$ cat config.mk
export PLATFORM = sky130hd
export DESIGN_NAME = i2s_audio_tx
export DESIGN_NICKNAME = d
export VERILOG_FILES = /design/src/rtl/audio_pkg.sv /design/src/rtl/i2s_clkgen.sv /design/src/rtl/i2s_audio_tx.sv
export SDC_FILE = /design/constraint.sdc
export NUM_CORES = 1
export LEC_CHECK = 0
export ABC_AREA = 1
export BUFFER_PORTS_ARGS = -buffer_cell sky130_fd_sc_hd__clkbuf_2
export CAP_MARGIN = 20
export CORE_MARGIN = 2
export CORE_UTILIZATION = 35
export DETAILED_ROUTE_END_ITERATION = 10
export PLACE_DENSITY = 0.52
export REMOVE_ABC_BUFFERS = 1
export SLEW_MARGIN = 10
export SYNTH_ARGS = -nofsm -noshare
export SYNTH_HDL_FRONTEND = slang
export SYNTH_SLANG_ARGS = --single-unit
$ cat constraint.sdc
create_clock -name clk -period 3.5 [get_ports clk]
set_input_delay 0.525 -clock clk [delete_from_list [all_inputs] [get_ports clk]]
set_output_delay 0.525 -clock clk [all_outputs]
set_load 0.01 [all_outputs]
$ cat src/rtl/audio_pkg.sv
`timescale 1ns/1ps
// ---------------------------------------------------------------------------
// audio_pkg
//   Shared constants and types for the I2S audio transmit path.
//   - AUDIO_W / FRAME_CNT_W : channel slot width and frame divider width
//   - *_BIT                 : divider taps driving the DAC clocks
//   - FRAME_LAST            : last count of a frame (capture point)
//   - audio_sample_t        : signed PCM sample as produced upstream
// ---------------------------------------------------------------------------
package audio_pkg;

    localparam int AUDIO_W     = 16;
    localparam int FRAME_CNT_W = 9;

    // Divider taps: mclk = clk/4, sck = clk/16, lrck = clk/512.
    localparam int MCLK_BIT = 1;
    localparam int SCK_BIT  = 3;
    localparam int LRCK_BIT = 8;

    localparam logic [FRAME_CNT_W-1:0] FRAME_LAST = 9'd511;

    typedef logic signed [AUDIO_W-1:0] audio_sample_t;

    // Frame word as shifted out: left slot first, MSB first.
    function automatic logic [2*AUDIO_W-1:0] pack_pair(input audio_sample_t left,
                                                       input audio_sample_t right);
        return {left, right};
    endfunction

endpackage

$ cat src/rtl/i2s_clkgen.sv
`timescale 1ns/1ps
// ---------------------------------------------------------------------------
// i2s_clkgen
//   Free-running frame divider for the I2S transmitter. All DAC clocks are
//   taken straight from counter flops, so they are glitch-free.
//   Ports:
//     clk, rst_n   : system clock, async active-low reset
//     en           : 1 = count, 0 = hold
//     frame_pre    : cnt is one below the last count of the frame
//     frame_last   : cnt is at the last count of the frame
//     sck_fall     : low nibble all ones, i.e. the next edge drops sck
//     mclk/sck/lrck: divider taps
// ---------------------------------------------------------------------------
module i2s_clkgen
    import audio_pkg::*;
#(
    parameter int CNT_W = FRAME_CNT_W
) (
    input  logic clk,
    input  logic rst_n,
    input  logic en,
    output logic frame_pre,
    output logic frame_last,
    output logic sck_fall,
    output logic mclk,
    output logic sck,
    output logic lrck
);

    localparam logic [CNT_W-1:0] LAST = CNT_W'(FRAME_LAST);
    localparam logic [CNT_W-1:0] PRE  = LAST - CNT_W'(1);

    logic [CNT_W-1:0] cnt;

    // Wraps naturally from all-ones to zero.
    always_ff @(posedge clk or negedge rst_n) begin
        if (!rst_n) begin
            cnt <= '0;
        end else if (en) begin
            cnt <= cnt + CNT_W'(1);
        end
    end

    assign frame_pre  = (cnt == PRE);
    assign frame_last = (cnt == LAST);
    assign sck_fall   = &cnt[SCK_BIT:0];

    assign mclk = cnt[MCLK_BIT];
    assign sck  = cnt[SCK_BIT];
    assign lrck = cnt[LRCK_BIT];

endmodule

$ cat src/rtl/i2s_audio_tx.sv
`timescale 1ns/1ps
// ---------------------------------------------------------------------------
// i2s_audio_tx
//   Serializes a stereo pair of 16-bit signed samples to an I2S DAC.
//   One frame is 512 clk; the pair is captured on the last cycle of a frame
//   and shifted out MSB first during the next one, with the standard
//   one-bit delay after each lrck transition.
//   Ports:
//     clk, rst_n              : 100 MHz system clock, async active-low reset
//     en                      : 1 = run, 0 = divider and shifter hold
//     mute                    : force the next captured pair to zero
//     audio_left/audio_right  : samples, captured only in the sample_req cycle
//     sample_req              : one clk per frame, inputs taken at its end
//     mclk, lrck, sck, sdin   : DAC interface
// ---------------------------------------------------------------------------
module i2s_audio_tx
    import audio_pkg::*;
#(
    parameter int DATA_W = AUDIO_W,
    parameter int CNT_W  = FRAME_CNT_W
) (
    input  logic          clk,
    input  logic          rst_n,
    input  logic          en,
    input  logic          mute,
    input  audio_sample_t audio_left,
    input  audio_sample_t audio_right,
    output logic          sample_req,
    output logic          mclk,
    output logic          lrck,
    output logic          sck,
    output logic          sdin
);

    localparam int SH_W = 2 * DATA_W;

    logic            frame_pre;
    logic            frame_last;
    logic            sck_fall;
    logic [SH_W-1:0] shreg;

    i2s_clkgen #(
        .CNT_W (CNT_W)
    ) u_clkgen (
        .clk        (clk),
        .rst_n      (rst_n),
        .en         (en),
        .frame_pre  (frame_pre),
        .frame_last (frame_last),
        .sck_fall   (sck_fall),
        .mclk       (mclk),
        .sck        (sck),
        .lrck       (lrck)
    );

    // sample_req is computed one cycle early so it leaves a flop: it is high
    // in the cycle where the counter sits on its last value after a counting
    // edge. A pause parked exactly on that value keeps it low.
    //
    // sdin moves on the edge that drops sck, so the DAC sees it stable at the
    // following rising edge. On the frame's last such edge sdin takes the old
    // right LSB while the new pair loads, which yields the one-bit delay.
    always_ff @(posedge clk or negedge rst_n) begin
        if (!rst_n) begin
            shreg      <= '0;
            sdin       <= 1'b0;
            sample_req <= 1'b0;
        end else begin
            sample_req <= en & frame_pre;
            if (en && sck_fall) begin
                sdin <= shreg[SH_W-1];
                if (frame_last) begin
                    shreg <= mute ? '0 : pack_pair(audio_left, audio_right);
                end else begin
                    shreg <= {shreg[SH_W-2:0], 1'b0};
                end
            end
        end
    end

endmodule
==> results of run 1 <==
[cell usage in the layout (no fill, tap or decap)]
cell and count:
buf_4 4, clkbuf_1 1, clkbuf_2 40, clkbuf_8 7, dfrtp_1 43, ha_1 3
inv_1 15, nand2_1 88, nand2_2 1, nand3_1 35, nand4_1 1, nor2_1 3
nor2_2 1, nor2_4 1, nor3_1 1, o21a_1 26, o21ai_0 7, o21bai_1 1
xor2_1 4
[registers in the layout, indices dropped and copies added, names as in the netlist]
| signal | flops |
|---|---|
| shreg | 32 |
| u_clkgen.cnt | 9 |
| sdin | 1 |
| sample_req | 1 |
[where the power goes]
| part | internal, uW | switching, uW | total [uW] |
|---|---|---|---|
| Clock | 180 | 171 | 352 |
| Sequential | 729 | 141 | 870 |
| Combinational | 245 | 221 | 467 |
| Total | 1150 | 534 | 1690 |
[worst max-delay path, delay by kind of cell (launching register included)]
kind	cells	cell delay, ns
buffers and inverters	2	0.43
AO/OA/AOI/OAI	1	0.14
AND/OR/NAND/NOR	5	0.64
flip-flops	1	0.43
adder cells (fa/ha/maj)	2	0.44
[worst paths after layout]
path / startpoint / to / slack [ns] / cells after the start
hold reg to reg: shreg[31] / sdin / 0.48 / 2
min in group clk: audio_right[0] / shreg[0] / 0.48 / 3
setup / recovery: u_clkgen.cnt[1] / shreg[8] / 1.37 / 10
hold / removal: rst_n / shreg[22] / 0.25 / 1
setup reg to reg: u_clkgen.cnt[1] / shreg[8] / 1.37 / 10
max in group asynchronous: rst_n / u_clkgen.cnt[4] / 2.53 / 2
[cell type report]
| class | instances | area, um^2 |
|---|---|---|
| Fill cell | 628 | 3400 |
| Sequential cell | 43 | 1080 |
| Multi-Input combinational cell | 172 | 862 |
| Timing Repair Buffer | 44 | 230 |
| Clock buffer | 8 | 100 |
| Tap cell | 75 | 93.8 |
| Inverter | 15 | 56.3 |
[cell families after synthesis]
logic type / count (synthesis)
fa+ha+maj: 3
compound gates: 34
xor+xnor: 4
simple gates: 131
buf+inv: 29
flops: 43
[stage by stage]
| step | setup WS, ns | util [%] | hold slack [ns] | area, um^2 |
|---|---|---|---|---|
| floorplan | 1.02 | - | 0.229 | 1990 |
| global placement | 1.46 | 39.9 | 0.462 | 2320 |
| detailed placement | 1.37 | 39.9 | 0.463 | 2320 |
| CTS | 1.35 | 41.6 | 0.271 | 2420 |
| global route | 1.10 | 41.6 | 0.296 | 2420 |
| finish | 1.37 | 41.6 | 0.248 | 2420 |
[routing by layer]
layer | up-vias | wire length (um)
li1 | 861 | -
met5 | - | 0
met4 | 0 | 52
met3 | 4 | 242
met2 | 34 | 1850
met1 | 773 | 2180
==> summary.md, run 1 <==
| Metric | Value |
|---|---|
| GR Layer Usage met3 | 4.11% |
| Post-Synth Simple-Gate Area | 26.3% |
| Worst-skew pair later-pin latency | 0.29 ns |
| Post-CTS Setup Bufs | 0 |
| H-tree depth | 2 |
| # diodes | 0 |
| Met2 usage | 23.1% |
| Worst-margin pin slew | 0.669 ns |
| Final hold vios | 0 |
| Worst-path maximum fanout | 23 |
| TNS Setup | 0 ns |
| Required time of the critical path | 3.73 ns |
| Largest net degree at the start of global routing | 58 |
| Syn avg cell area | 8.52 um^2 |
| Layout Skew | 0.00644 ns |
| Initial antenna violation count | 0 |
| Fin crit period | 2.13 ns |
| Synth Area in XOR/XNOR | 1.68% |
| Gates resized, CTS repair | 0 |
| Drt pass-1 iters | 4 |
| Largest family of logic cells by synthesized area | simple AND/OR/NAND/NOR gates |
| CTS tree | yes |
| Area contributors post-synth | dfrtp_1 (52%), nand2_1 (16%), o21a_1 (9.4%) |
| CP endpoint kind | register |
| CTS root buf | clkbuf_8 |
| EDFF count, synth | 0 |
| Initial Util | 35.8% |
| Core ar. | 5820 um^2 |
| Core Rows | 28 |
| HP Class | in2async |
| Chip Width | 81.1 um |
| Final Cycle Share | 61.0% |
| First-pass GRT wire length | 7290 um |
| Synth cell count leaders | nand2_1 (88), dfrtp_1 (43), nand3_1 (35) |
| Gate Count Post-Synth | 244 |
| Maximum vdd drop | 0.000270 V |
| Finish-stage setup viols | 0 |
| Vias in the first global route | 1631 |
| Fmax | 468 MHz |
| Global-route met1 utilization | 18.9% |
| Clk buf depth | 2 |
| Sequential fraction of the synthesis area | 51.7% |
| Yosys top cell area share | 51.7% |
| Die height | 81.1 um |
| Slowest stage delay, CP | 0.43 ns |
| DRC errors left | 0 |
| Crit path kind | reg2reg |
| Clk slew on worst S/H paths | 0.08 ns |
| Full die area | 6570 um^2 |
| Hpwl dp | 2890 um |
| Cells after DPL | 349 |
| Status | finished, final reports clean |
| Post-route ant nets | 0 |
| Max Cap Violations | 0 |
| Post-synth top flop | dfrtp_1 |
| Synthesized area | 2080 um^2 |
| Remaining Overflow, GRT | 0 |
| Area delta synth->final | 16.3% |
| Vias | 1672 |
| Share of layout cells above drive strength 1 | 19.1% |
| Cell variety after synth | 17 |
| Routed length per instance | 12.1 um |
| Mux share of post-synthesis cell area | 0% |
| Nets@finish | 320 |
| Yosys reg bits | 43 |
| YS warnings | 0 |
| Lkg Pwr | 0.00117 uW |
| Post-synth ARST share | 100% |
| Startpoint types | register |
| Most common cell in the netlist | nand2_1 |
| Synth area leader | dfrtp_1 |
| GRT busiest layer | met2 |
| I/O Pins | 41 |
| I/O Buffers | 40 |
| Initial drt markers | 83 |
| Filler-free cell count of the finished design | 357 |
| All-Layer GR Usage | 14.6% |
| Fin. max-slew vios | 0 |
| Placer congestion estimate | 0.767 |
| Drt total wl | 4330 um |
| RSZ-0062 raised after global routing | no |
| Num CTS Buffers | 5 |
| Detail-routed via count per cell | 4.68 |
| Synth Area in Adders | 1.81% |
| # hold bufs at CTS | 0 |
| Power Total | 1690 uW |
| Relative slew slack | 55.4% |
| Slowest CP cell | dfrtp_1 |
| Power per cell area | 698 nW/um^2 |
| CTS sink count | 43 |
| Crit-path cells | ha_1 -> nand2_1 -> nor2_1 -> ha_1 -> inv_1 -> nor2_2 -> buf_4 -> nand2_1 -> nand3_1 -> o21a_1 |
| CP arrival | 2.36 ns |
| Synth Area in Compound Gates | 11.4% |
No activity file was read; power rests on OpenSTA's default activity.
==> run 2, diff against run 1 <==
==> constraint.sdc (replaced) <==
create_clock -name clk -period 2.2 [get_ports clk]
set_input_delay 0.33 -clock clk [delete_from_list [all_inputs] [get_ports clk]]
set_output_delay 0.33 -clock clk [all_outputs]
set_load 0.01 [all_outputs]
==> summary.md, run 2 (synthesis gave the netlist of run 1 again) <==
| Metric | Value |
|---|---|
| Routed length per instance | 11.7 um (-3.4%) |
| Initial drt markers | 102 (+23%) |
| Commonest non-fill, non-tap cell in the layout | nand2_1 |
| I/O Pins | 41 (unchanged) |
| Relative slew slack | 62.7% (+7.3 points) |
| Hpwl dp | 2990 um (+3.5%) |
| Clk buf depth | 2 (unchanged) |
| Vias | 1661 (-0.66%) |
| CTS sink count | 43 (unchanged) |
| H-tree depth | 2 (unchanged) |
| Global-route met1 utilization | 18.6% (-0.25 points) |
| Maximum vdd drop | 0.000514 V (+90%) |
| Most frequent cells in the layout | nand2_1 (88), dfrtp_1 (43), clkbuf_2 (40) |
| I/O Buffers | 40 (unchanged) |
| Nets@finish | 323 (+0.94%) |
| Max reg flops | 32 (unchanged) |
| Chip Width | 81.1 um (unchanged) |
| Crit Reg-Reg Startpoint | u_clkgen.cnt[1] |
| Finish-stage setup viols | 0 (unchanged) |
| Remaining Overflow, GRT | 0 (unchanged) |
| Die height | 81.1 um (unchanged) |
| Num CTS Buffers | 5 (unchanged) |
| Area delta synth->final | 19.1% |
| Fin. max-slew vios | 0 (unchanged) |
| Fmax | 557 MHz (+19%) |
| Full die area | 6570 um^2 (unchanged) |
| Placer congestion estimate | 0.773 (+0.83%) |
| All-Layer GR Usage | 14.4% (-0.22 points) |
| Initial antenna violation count | 0 (unchanged) |
| Top reg by flops | shreg |
| Status | finished, final reports clean |
| Drt total wl | 4220 um (-2.6%) |
| R2r setup slk | 0.40 ns (-0.96 ns) |
| Lkg Pwr | 0.00119 uW (+2.4%) |
| Largest net degree at the start of global routing | 35 (-40%) |
| Startpoint types | register |
| Clk slew on worst S/H paths | 0.09 ns (about the same) |
| DRC errors left | 0 (unchanged) |
| Critical Path Source | u_clkgen.cnt[1] |
| CP endpoint kind | register |
| Final hold vios | 0 (unchanged) |
| Top flop regs | shreg x32, u_clkgen.cnt x9 |
| Worst-margin pin slew | 0.559 ns (-0.110 ns) |
| HP Class | in2async |
| Core Util, Final | 42.6% (+1.0 points) |
| FILL cells | 624 (-0.64%) |
| Share of layout cells above drive strength 1 | 20.4% (+1.2 points) |
| # diodes | 0 (unchanged) |
| Initial Util | 35.8% (unchanged) |
| Fin crit period | 1.80 ns (-0.340 ns) |
| CTS root buf | clkbuf_8 |
| Post-route ant nets | 0 (unchanged) |
| RSZ-0062 raised after global routing | no |
| First-pass GRT wire length | 7310 um (+0.29%) |
| Post-CTS Setup Bufs | 0 (unchanged) |
| Layout Skew | 0.0102 ns (+0.00371 ns) |
| Core ar. | 5820 um^2 (unchanged) |
| # hold bufs at CTS | 0 (unchanged) |
| Crit path kind | reg2reg |
| Vias in the first global route | 1662 (+1.9%) |
| CTS tree | yes |
| Power per cell area | 1150 nW/um^2 (+65%) |
| Max Cap Violations | 0 (unchanged) |
| Power Total | 2850 uW (+69%) |
| Final Cycle Share | 81.6% (+21 points) |
| Detail-routed via count per cell | 4.61 (-1.5%) |
| Drt pass-1 iters | 4 (unchanged) |
| CP arrival | 2.03 ns (-0.33 ns) |
| GRT busiest layer | met2 |
| Required time of the critical path | 2.43 ns (-1.30 ns) |
| Worst-skew pair later-pin latency | 0.30 ns (about the same) |
| Worst-path maximum fanout | 19 (-17%) |
| Core Rows | 28 (unchanged) |
| GR Layer Usage met3 | 3.67% (-0.44 points) |
| Met2 usage | 23.3% (+0.17 points) |
| Gates resized, CTS repair | 0 (unchanged) |
-- run 2: path summary, 6_finish.rpt --
check                             to  depth (start not counted)
setup / recovery           shreg[17]                         11
hold / removal             shreg[18]                          1
setup reg to reg           shreg[17]                         11
hold reg to reg            shreg[17]                          2
max in group asynchronous  shreg[24]                          2
min in group clk            shreg[0]                          3
-- run 2: per-stage QoR --
step / instance area, um^2 / hold slack [ns] / std cells / worst slack, ns / TNS [ns]
floorplan: 1990 / 0.0344 / 230 / -0.284 / -6.51
global placement: 2340 / 0.361 / 352 / 0.479 / 0
detailed placement: 2340 / 0.350 / 352 / 0.423 / 0
CTS: 2480 / 0.0209 / 360 / 0.370 / 0
global route: 2480 / 0.0450 / 360 / 0.156 / 0
finish: 2480 / 0.00840 / 360 / 0.405 / 0
-- run 2: area by class of cell --
cell class / count / area (um^2) / area share [%]
Clock buffer: 5 / 68.8 / 2.78
Timing Repair Buffer: 47 / 253 / 10.2
Sequential cell: 43 / 1080 / 43.4
Multi-Input combinational cell: 172 / 862 / 34.8
Inverter: 15 / 56.3 / 2.27
Clock inverter: 3 / 67.6 / 2.73
Tap cell: 75 / 93.8 / 3.79
-- run 2: worst max-delay path: stages, from the launching register on --
cell and delay [ns]:
dfrtp_1 0.42, ha_1 0.21, nand2_1 0.06, nor2_1 0.11
ha_1 0.20, inv_1 0.08, nor2_2 0.10, buf_4 0.24
nand2_1 0.10, o21ai_0 0.09, nand2_1 0.07, nand2_1 0.07
-- run 2: layer usage --
| metal | part of all wire (%) | vias up |
|---|---|---|
| li1 | - | 863 |
| met1 | 51 | 758 |
| met2 | 42 | 33 |
| met3 | 5.1 | 7 |
| met4 | 1.1 | 0 |
| met5 | 0 | - |
-- run 2: report_power, final --
| group | internal (uW) | leakage, uW | switching (uW) |
|---|---|---|---|
| Combinational | 392 | 0.000621 | 349 |
| Sequential | 1160 | 0.000509 | 225 |
| Clock | 453 | 0.0000644 | 271 |
